File: config.mk
export PLATFORM = sky130hd
export DESIGN_NAME = num_feeder
export DESIGN_NICKNAME = d
export VERILOG_FILES = /design/src/rtl/num_pkg.sv /design/src/rtl/gap_timer.sv /design/src/rtl/num_feeder.sv
export SDC_FILE = /design/constraint.sdc
export NUM_CORES = 1
export LEC_CHECK = 0
export ABC_AREA = 1
export CORE_MARGIN = 5
export CORE_UTILIZATION = 50
export CTS_CLUSTER_DIAMETER = 50
export DETAILED_ROUTE_END_ITERATION = 10
export HOLD_SLACK_MARGIN = 0.08
export PLACE_DENSITY = 0.84
export SYNTH_ARGS = -nofsm -noshare
export SYNTH_HDL_FRONTEND = slang
export SYNTH_SLANG_ARGS = --single-unit
File: constraint.sdc
create_clock -name clk -period 1.6 [get_ports clk]
set_input_delay 0.32 -clock clk [delete_from_list [all_inputs] [get_ports clk]]
set_output_delay 0.32 -clock clk [all_outputs]
set_load 0.02 [all_outputs]
File: src/rtl/num_pkg.sv
// num_pkg: shared definitions for the num_feeder block.
//   PERIOD_W - width of the inter-pulse gap (period input and gap_timer counter)
//   COUNT_W  - width of the emitted-value counter (covers BURST_LEN up to 255)
//   state_e  - feeder FSM encoding: IDLE=0, RUN=1, WAIT=2, DONE=3
package num_pkg;

    localparam int unsigned PERIOD_W = 4;
    localparam int unsigned COUNT_W  = 8;

    typedef enum logic [1:0] {
        StIdle = 2'd0,
        StRun  = 2'd1,
        StWait = 2'd2,
        StDone = 2'd3
    } state_e;

endpackage

File: src/rtl/gap_timer.sv
// gap_timer: down-counter that times the idle gap between enable pulses.
// Ports:
//   clk      - clock, rising edge
//   rst_n    - asynchronous active-low reset
//   load     - load load_val into the counter (start of a gap)
//   load_val - number of gap cycles to time
//   tick     - one gap cycle has elapsed
//   expire   - asserted together with the tick of the final gap cycle
module gap_timer
    import num_pkg::*;
(
    input  logic                clk,
    input  logic                rst_n,
    input  logic                load,
    input  logic [PERIOD_W-1:0] load_val,
    input  logic                tick,
    output logic                expire
);

    localparam logic [PERIOD_W-1:0] One = PERIOD_W'(1);

    logic [PERIOD_W-1:0] remaining_q;

    always_ff @(posedge clk or negedge rst_n) begin
        if (!rst_n) begin
            remaining_q <= '0;
        end else if (load) begin
            remaining_q <= load_val;
        end else if (tick && remaining_q != '0) begin
            remaining_q <= remaining_q - One;
        end
    end

    // A zero count is treated as expired so a stray zero load can never stall the feeder.
    assign expire = tick && (remaining_q == One || remaining_q == '0);

endmodule

File: src/rtl/num_feeder.sv
// num_feeder: emits bursts of BURST_LEN arithmetic-sequence values to a downstream
// rotator, one value per enable strobe, with a programmable gap between strobes.
// Ports:
//   clk    - clock, rising edge
//   rst_n  - asynchronous active-low reset
//   start  - burst request, sampled only in IDLE
//   stop   - abort request, honoured in any state (wins over start)
//   seed   - first value of the burst
//   step   - increment between values (wraps mod 2^WIDTH)
//   period - idle cycles between successive enable pulses
//   numout - registered value, valid when enable=1, held between pulses
//   enable - registered single-cycle valid strobe
//   busy   - high in RUN and WAIT
//   done   - one-cycle pulse on normal burst completion
// Build option: define NUM_FEEDER_GRAY_EN to present numout as the Gray code of the
// internal value; arithmetic and timing are unchanged.
module num_feeder
    import num_pkg::*;
#(
    parameter int unsigned WIDTH     = 4,
    parameter int unsigned BURST_LEN = 8
) (
    input  logic                clk,
    input  logic                rst_n,
    input  logic                start,
    input  logic                stop,
    input  logic [WIDTH-1:0]    seed,
    input  logic [WIDTH-1:0]    step,
    input  logic [PERIOD_W-1:0] period,
    output logic [WIDTH-1:0]    numout,
    output logic                enable,
    output logic                busy,
    output logic                done
);

    if (BURST_LEN < 1 || BURST_LEN > 255) begin : g_bad_burst_len
        $error("num_feeder: BURST_LEN must be in 1..255");
    end

    localparam logic [COUNT_W-1:0] BurstLast = COUNT_W'(BURST_LEN);

    state_e              state_q;
    logic [WIDTH-1:0]    value_q;
    logic [WIDTH-1:0]    step_q;
    logic [PERIOD_W-1:0] period_q;
    logic [COUNT_W-1:0]  count_q;

    logic [WIDTH-1:0]    next_value;
    logic [WIDTH-1:0]    seed_out;
    logic [WIDTH-1:0]    next_out;
    logic [COUNT_W-1:0]  count_inc;
    logic                last_value;
    logic                timer_load;
    logic                timer_tick;
    logic                timer_expire;

    assign next_value = value_q + step_q;
    assign count_inc  = count_q + COUNT_W'(1);
    assign last_value = (count_inc == BurstLast);

`ifdef NUM_FEEDER_GRAY_EN
    assign seed_out = seed ^ (seed >> 1);
    assign next_out = next_value ^ (next_value >> 1);
`else
    assign seed_out = seed;
    assign next_out = next_value;
`endif

    // Load the gap on the RUN cycle that is followed by a WAIT; tick on every WAIT cycle.
    assign timer_load = (state_q == StRun) && !stop && !last_value && (period_q != '0);
    assign timer_tick = (state_q == StWait);

    gap_timer u_gap_timer (
        .clk      (clk),
        .rst_n    (rst_n),
        .load     (timer_load),
        .load_val (period_q),
        .tick     (timer_tick),
        .expire   (timer_expire)
    );

    // The registered enable is raised on the edge that enters RUN, so enable=1
    // exactly during the RUN cycles and numout only changes on those edges.
    always_ff @(posedge clk or negedge rst_n) begin
        if (!rst_n) begin
            state_q  <= StIdle;
            value_q  <= '0;
            step_q   <= '0;
            period_q <= '0;
            count_q  <= '0;
            numout   <= '0;
            enable   <= 1'b0;
            busy     <= 1'b0;
            done     <= 1'b0;
        end else begin
            enable <= 1'b0;
            done   <= 1'b0;
            unique case (state_q)
                StIdle: begin
                    if (start && !stop) begin
                        value_q  <= seed;
                        step_q   <= step;
                        period_q <= period;
                        count_q  <= '0;
                        numout   <= seed_out;
                        enable   <= 1'b1;
                        busy     <= 1'b1;
                        state_q  <= StRun;
                    end
                end
                StRun: begin
                    count_q <= count_inc;
                    if (stop) begin
                        busy    <= 1'b0;
                        state_q <= StIdle;
                    end else if (last_value) begin
                        busy    <= 1'b0;
                        done    <= 1'b1;
                        state_q <= StDone;
                    end else if (period_q == '0) begin
                        value_q <= next_value;
                        numout  <= next_out;
                        enable  <= 1'b1;
                    end else begin
                        state_q <= StWait;
                    end
                end
                StWait: begin
                    if (stop) begin
                        busy    <= 1'b0;
                        state_q <= StIdle;
                    end else if (timer_expire) begin
                        value_q <= next_value;
                        numout  <= next_out;
                        enable  <= 1'b1;
                        state_q <= StRun;
                    end
                end
                StDone: begin
                    state_q <= StIdle;
                end
                default: begin
                    state_q <= StIdle;
                end
            endcase
        end
    end

endmodule

==> results of run 1 <==
-- flip-flops by register name (all words and copies together), names as in the netlist --
name,flops
count_q,8
period_q,4
step_q,4
u_gap_timer.remaining_q,4
value_q,4
state_q,2
busy,1
done,1
enable,1
-- Yosys cell counts --
cell type / count
nor3_1: 2
nand2_2: 3
xor2_1: 4
o22ai_1: 2
nand4_1: 5
mux2_2: 5
nand2_1: 55
buf_2: 1
ha_1: 11
nand2_4: 3
inv_1: 29
nand3_2: 4
o21ai_0: 11
dfrtp_1: 29
inv_2: 2
nand3b_2: 1
nor2_2: 2
fa_1: 1
o21bai_2: 1
a21oi_1: 9
nand3_1: 19
o21ai_1: 3
nor2_4: 2
nor2_1: 13
xnor2_1: 1
nand3_4: 2
-- metrics by stage --
stage	utilization (%)	setup WS, ns	power (mW)
6_report	71.5	-0.0418	4.64
5_1_grt	71.5	-0.147	5.05
3_3_place_gp	65.6	-0.106	3.69
3_5_place_dp	65.6	-0.184	3.81
4_1_cts	69.4	-0.00776	4.44
2_1_floorplan	-	0.0324	2.94
-- cell families after synthesis --
| kind of cell | count (synthesis) |
|---|---|
| adders and majority gates | 12 |
| xor gates and xnor gates | 5 |
| buffers and inverters | 32 |
| and+or+nand+nor | 111 |
| DFF | 29 |
| muxes | 5 |
| AOI/OAI and AO/OA | 26 |
-- cell type report --
cell class              count  area [µm²]  area share [%]
multi-input cells         159        1070            43.7
flip-flops and latches     29         727            29.8
repair buffers             46         403            16.5
inverters                  31         116            4.76
clock buffers               7        65.1            2.66
well taps                  46        57.6            2.36
clock inverters             1        5.00           0.205
-- layer usage --
layer	up-vias	wire, µm	track usage, %
li1	820	-	-
met1	788	1900	21.9
met2	47	2230	32.5
met3	12	175	3.87
met4	0	102	8.09
met5	-	0	0
-- critical path, delay by kind of cell, from the launching register on --
kind | cells | cell delay [ns]
flops | 1 | 0.40
buf+inv | 2 | 0.29
simple gates | 9 | 0.84
-- what timing repair did --
action	CTS	global route
setup endpoints to repair	19	25
resized for setup	19	18
hold endpoints to repair	0	0
setup buffers	2	1
pin swaps	4	6
-- worst max path at each step --
| stage | from | to | slack, ns |
|---|---|---|---|
| CTS | count_q[0]$_DFFE_PN0P_ | value_q[1]$_DFFE_PN0P_ | -0.008 |
| detailed placement | stop | value_q[1]$_DFFE_PN0P_ | -0.18 |
| finish | count_q[1]$_DFFE_PN0P_ | u_gap_timer.remaining_q[3]$_DFFE_PN0P_ | -0.04 |
| global placement | stop | value_q[2]$_DFFE_PN0P_ | -0.11 |
| floorplan | count_q[0]$_DFFE_PN0P_ | state_q[0]$_DFFE_PN0P_ | 0.03 |
| global route | count_q[0]$_DFFE_PN0P_ | u_gap_timer.remaining_q[0]$_DFFE_PN0P_ | -0.15 |
-- power groups by stage --
| stage | Combinational, mW | Sequential [mW] | Clock, mW |
|---|---|---|---|
| floorplan | 1.58 | 1.36 | 0 |
| detailed placement | 2.51 | 1.30 | 0 |
| global route | 3.12 | 1.36 | 0.571 |
| CTS | 2.61 | 1.29 | 0.528 |
| finish | 2.80 | 1.32 | 0.515 |
| global placement | 2.40 | 1.29 | 0 |
==> summary.txt, run 1 <==
Finish
  • Final Cell Area: 2440 µm²
  • Non-Filler Instances: 319
  • Commonest non-fill, non-tap cell in the layout: nand2_1
  • Most frequent cells in the layout: 49 x nand2_1, 28 x inv_1, 28 x dfrtp_1
  • Fin nets: 300
  • Share of cells above drive strength 1: 27.5%
  • Area delta synth->final: 35.0%
  • # fillers: between 200 and 300
  • Antenna cell count: 0

Synthesis
  • Yosys reg bits: 29
  • Multiplexer area fraction after synthesis: about 3.1%
  • Mean post-synth cell area: 8.22 µm²
  • Adder-cell share of the synthesized area: 8.71%
  • Largest cells by area after synthesis: dfrtp_1 40%, nand2_1 11%, ha_1 7.6%, inv_1 6.0%, nand3_1 5.3%
  • Synthesized area: 1810 µm²
  • Cells after synthesis: between 200 and 250
  • Distinct cell type count after synthesis: 26
  • Synth top area share: 40.1%
  • Syn Nets: around 250
  • Synth Area in Simple Gates: 31.3%
  • Synth warnings: 0
  • Post-Synth XOR/XNOR Area: 2.42%
  • Synth area leader: dfrtp_1
  • Compound-cell area share of the yosys netlist: 7.68%
  • Largest family of logic cells by synthesized area: simple AND/OR/NAND/NOR gates
  • Sequential share of the synthesized area: 40.1%

Critical path
  • FF-to-FF Start: count_q[1]$_DFFE_PN0P_
  • CP startpoint kind: flop
  • Critical Path AT: 1.86 ns
  • Slowest stage cell on the critical path: dfrtp_1
  • Kind of critical path: flop to flop
  • Cells on worst reg2reg path: 11
  • Maximum single-stage delay on the critical path: 0.40 ns
  • CP dominant cell by count: nand2_1
  • Crit path required time: 1.82 ns
  • CP Max Fanout: 6
  • Cell Chain, Critical Path: buf_4 -> nand3_4 -> nor2_4 -> nand2_1 -> nand2_2 -> nor2_4 -> nand3_4 -> buf_4 -> nand4_1 -> nand2_1 -> nand2_1
  • RR Endpoint: u_gap_timer.remaining_q[3]$_DFFE_PN0P_
  • Register-to-register setup slack: -0.04 ns
  • Endpoint class of the critical path: flop

Floorplan
  • Die H: 70.2 µm
  • Die W: 70.2 µm
  • Initial Utilization: 53.0%
  • FP Rows: 21
  • Die footprint: 4920 µm²
  • Core Area: 3420 µm²
  • I/O pin count: 23

Clock network
  • CTS H-tree depth: 2
  • CTS tree: built
  • Worst-Skew Late Latency: between 0.3 and 0.4 ns
  • Root Buffer: clkbuf_4
  • Clock Sinks: 29
  • Hold buffers post-CTS: 0
  • Clk buf depth: 2
  • Clock slew at reported path FFs: 0.09 ns
  • Num CTS Buffers: 5

Routing
  • WL per Instance: around 14 µm
  • Antenna Nets Post-Route: 0
  • Initial DRC Count: 138
  • Detailed Routing Iterations Pass 1: 5
  • Vias per std cell: about 5.2
  • Routed WL: 4410 µm
  • Via count: 1667
  • Residual DRC count: 0

Global route
  • All-Layer GR Usage: 18.6%
  • Initial antenna violation count: 0
  • GRT overflow: 0
  • Vias in the first global route: around 1600
  • First-pass GRT wire length: about 7300 µm
  • Largest net degree at the start of global routing: 30

Power and ir drop
  • Gate power share: about three fifths
  • P_int: 2.51 mW
  • Leakage: 1.24 nW
  • Sequential share of power: ~28%
  • Clock power share: 11.1%
  • Switching Share: 45.9%
  • NetSw: 2.13 mW
  • Maximum VDD drop: 0.00108 V
  • PwrDens: 1900 nW/µm²

STA
  • Crit share post-route: 103%
  • Final setup viols: 4
  • Final hold slack: 0.358 ns
  • RSZ-0062 raised after global routing: yes
  • Final WS setup: -0.0418 ns
  • Final Skew: 0.00753 ns
  • Worst Tran Pin Value: 0.410 ns
  • Final hold vios: 0
  • Relative slew slack: between 70% and 80%
  • Fin. max-slew vios: 0
  • Period minus WS final: 1.64 ns
  • Maximum clock frequency: 0.609 GHz
  • Total Neg Setup Slack: -0.0872 ns

Worst hold path
  • HP Class: input pin to async pin

Flow run
  • Number of max-cap violations: 0

Place
  • Port buffer count: 22
  • Placement Cell Area: 2240 µm²
  • Final Wtd Congestion: 0.833
  • Placed cell count: a little over 300
  • HPWL Detailed: 3000 µm

Outcome
  • Failing checks: negative setup slack
  • Status: finished, violations left
No activity file was read; power rests on OpenSTA's default activity.
==> inputs of run 2 (changes only) <==
Settings changed: CORE_UTILIZATION 50 to 56, DONT_BUFFER_PORTS from default to 1, PLACE_DENSITY 0.84 to 0.82, SKIP_CTS_REPAIR_TIMING from default to 1.
==> summary.txt, run 2 (synthesis results as in run 1) <==
Outcome
  • Status: finished, violations left (unchanged)
  • Failing checks: negative setup slack (unchanged)

Global route
  • Initial antenna violation count: 0 (unchanged)
  • Vias in the first global route: 1489 (was 1643)
  • First-pass GRT wire length: 6440 µm (was 7280 µm)
  • All-Layer GR Usage: 19.6% (was 18.6%)
  • GRT overflow: 0 (unchanged)
  • Largest net degree at the start of global routing: 30 (unchanged)

Floorplan
  • FP Rows: 20 (was 21)
  • I/O pin count: 23 (unchanged)
  • Die footprint: 4470 µm² (was 4920 µm²)
  • Initial Utilization: 58.8% (was 53.0%)
  • Core Area: 3080 µm² (was 3420 µm²)
  • Die H: 66.8 µm (was 70.2 µm)
  • Die W: 66.8 µm (was 70.2 µm)

Flow run
  • Number of max-cap violations: 0 (unchanged)

Critical path
  • Family with the most delay on the worst path: simple AND/OR/NAND/NOR gates (unchanged)
  • Maximum single-stage delay on the critical path: 0.37 ns (was 0.40 ns)
  • Kind of critical path: flop to flop (unchanged)
  • CP startpoint: count_q[0]$_DFFE_PN0P_ (was count_q[1]$_DFFE_PN0P_)
  • Cells on worst reg2reg path: 10 (was 11)
  • WP depth: 10 (was 11)
  • CP dominant cell by count: nand3_4 (was nand2_1)
  • Crit path required time: 1.84 ns (was 1.82 ns)
  • Endpoint class of the critical path: flop (unchanged)
  • FF-to-FF Start: count_q[0]$_DFFE_PN0P_ (was count_q[1]$_DFFE_PN0P_)
  • Buf+Inv Stages, Crit Path: 1 (was 2)
  • CP startpoint kind: flop (unchanged)
  • Critical Path AT: 1.88 ns (was 1.86 ns)
  • Slowest stage cell on the critical path: dfrtp_1 (unchanged)
  • Cell Chain, Critical Path: ha_2 -> nand3_2 -> o21bai_2 -> nand2_2 -> nor2_4 -> nand3_4 -> nand3_4 -> nand2_1 -> o21ai_1 -> inv_1 (was buf_4 -> nand3_4 -> nor2_4 -> nand2_1 -> nand2_2 -> nor2_4 -> nand3_4 -> buf_4 -> nand4_1 -> nand2_1 -> nand2_1)
  • CP Max Fanout: 8 (was 6)

Routing
  • Residual DRC count: 0 (unchanged)
  • Vias per std cell: 5.23 (about the same)
  • Initial DRC Count: 65 (was 138)
  • Via count: 1512 (was 1667)
  • Routed WL: 3890 µm (was 4410 µm)
  • Detailed Routing Iterations Pass 1: 4 (was 5)
  • Antenna Nets Post-Route: 0 (unchanged)
  • WL per Instance: 13.5 µm (was 13.8 µm)

Clock network
  • Clock Sinks: 29 (unchanged)
  • Num CTS Buffers: 5 (unchanged)
  • Clk buf depth: 2 (unchanged)
  • Root Buffer: clkbuf_4 (unchanged)
  • Clock slew at reported path FFs: 0.10 ns (was 0.09 ns)
  • CTS H-tree depth: 2 (unchanged)
  • CTS tree: built (unchanged)
  • Worst-Skew Late Latency: 0.34 ns (was 0.33 ns)

Power and ir drop
  • PwrDens: 2040 nW/µm² (was 1900 nW/µm²)
  • Total power: 4.43 mW (was 4.64 mW)
  • Leakage: 1.08 nW (was 1.24 nW)
  • Maximum VDD drop: 0.00116 V (was 0.00108 V)

Finish
  • Final core occ: 70.5% (was 71.5%)
  • Fin nets: 272 (was 300)
  • Max FFs per register: 8 (unchanged)
  • Most flops, register: count_q (unchanged)
  • Share of cells above drive strength 1: 25.7% (was 27.5%)
  • Commonest non-fill, non-tap cell in the layout: nand2_1 (unchanged)
  • # fillers: 249 (was 261)
  • Area delta synth->final: 20.0% (was 35.0%)
  • Antenna cell count: 0 (unchanged)
  • Most frequent cells in the layout: 49 x nand2_1, 29 x inv_1, 28 x dfrtp_1 (was 49 x nand2_1, 28 x inv_1, 28 x dfrtp_1)

STA
  • Worst Tran Pin Value: 0.323 ns (was 0.410 ns)
  • RSZ-0062 raised after global routing: yes (unchanged)
  • Maximum clock frequency: 0.608 GHz (was 0.609 GHz)
  • Fin. max-slew vios: 0 (unchanged)
  • Final WS setup: -0.0439 ns (was -0.0418 ns)
  • Final Skew: 0.0143 ns (was 0.00753 ns)
  • Period minus WS final: 1.64 ns (about the same)
  • Final setup viols: 7 (was 4)
  • Crit share post-route: 103% (about the same)
  • Final hold vios: 0 (unchanged)
  • Relative slew slack: 78.2% (was 72.7%)

Worst hold path
  • HP Class: input pin to flop (was input pin to async pin)
  • Hold path cells: 1
  • Hold path startpoint: period[1]

Place
  • Port buffer count: 0 (was 22)
  • Final Wtd Congestion: 0.827 (was 0.833)
  • HPWL Detailed: 2870 µm (was 3000 µm)
-- run 2: cell count changes in the layout (fill, tap and decap cells not counted), sizes merged --
| cell | before | now |
|---|---|---|
| clkdlybuf4s50 | 15 | 0 |
| buf | 24 | 17 |
| dlygate4sd2 | 5 | 0 |
| dlymetal6s2s | 2 | 0 |
| bufinv | 0 | 1 |
| clkinv | 1 | 0 |
| dlygate4sd3 | 0 | 1 |
-- run 2: routing by layer --
layer	wire length [µm]	vias up	track usage, %
met3	176	11	4.72
met4	85	0	11.7
met2	1940	35	30.7
li1	-	765	-
met1	1690	701	24.3
met5	0	-	0
-- run 2: through the flow --
step                      instance area [µm²]  hold WS (ns)  setup WS [ns]  std cells  setup TNS (ns)
after global placement                   1970        0.0253         0.0218        278               0
after global routing                     2170         0.110         -0.188        289           -1.67
after CTS                                2060        -0.351        -0.0414        286          -0.144
final                                    2170         0.127        -0.0439        289          -0.161
after floorplan                          1810        0.0244         0.0324        220               0
after detailed placement                 1970        0.0253        -0.0323        278         -0.0944
-- run 2: power by group --
part           switching, mW  internal [mW]
registers              0.279           1.06
logic                   1.45           1.01
clock network          0.260          0.373
-- run 2: final cells by class --
type                            instances  area (µm²)  share of cell area (%)
Tap cell                               44        55.1                    2.54
Timing Repair Buffer                   18         150                    6.92
Inverter                               31         116                    5.36
Clock buffer                            7        55.1                    2.54
Clock inverter                          1        30.0                    1.38
Sequential cell                        29         727                    33.5
Multi-Input combinational cell        159        1040                    47.8
-- run 2: worst reg2reg max path: cells and delay by family, from the launching register on --
kind | cells | cell delay, ns
compound gates | 2 | 0.20
fa+ha+maj | 1 | 0.24
buf+inv | 1 | 0.05
flops | 1 | 0.37
simple gates | 6 | 0.71
-- run 2: final timing paths --
check,endpoint,slack (ns)
min in group asynchronous,u_gap_timer.remaining_q[2]$_DFFE_PN0P_,0.41
setup / recovery,u_gap_timer.remaining_q[0]$_DFFE_PN0P_,-0.04
hold / removal,period_q[1]$_DFFE_PN0P_,0.13
max in group asynchronous,count_q[2]$_DFFE_PN0P_,1.02
setup reg to reg,u_gap_timer.remaining_q[0]$_DFFE_PN0P_,-0.04
hold reg to reg,step_q[2]$_DFFE_PN0P_,0.52
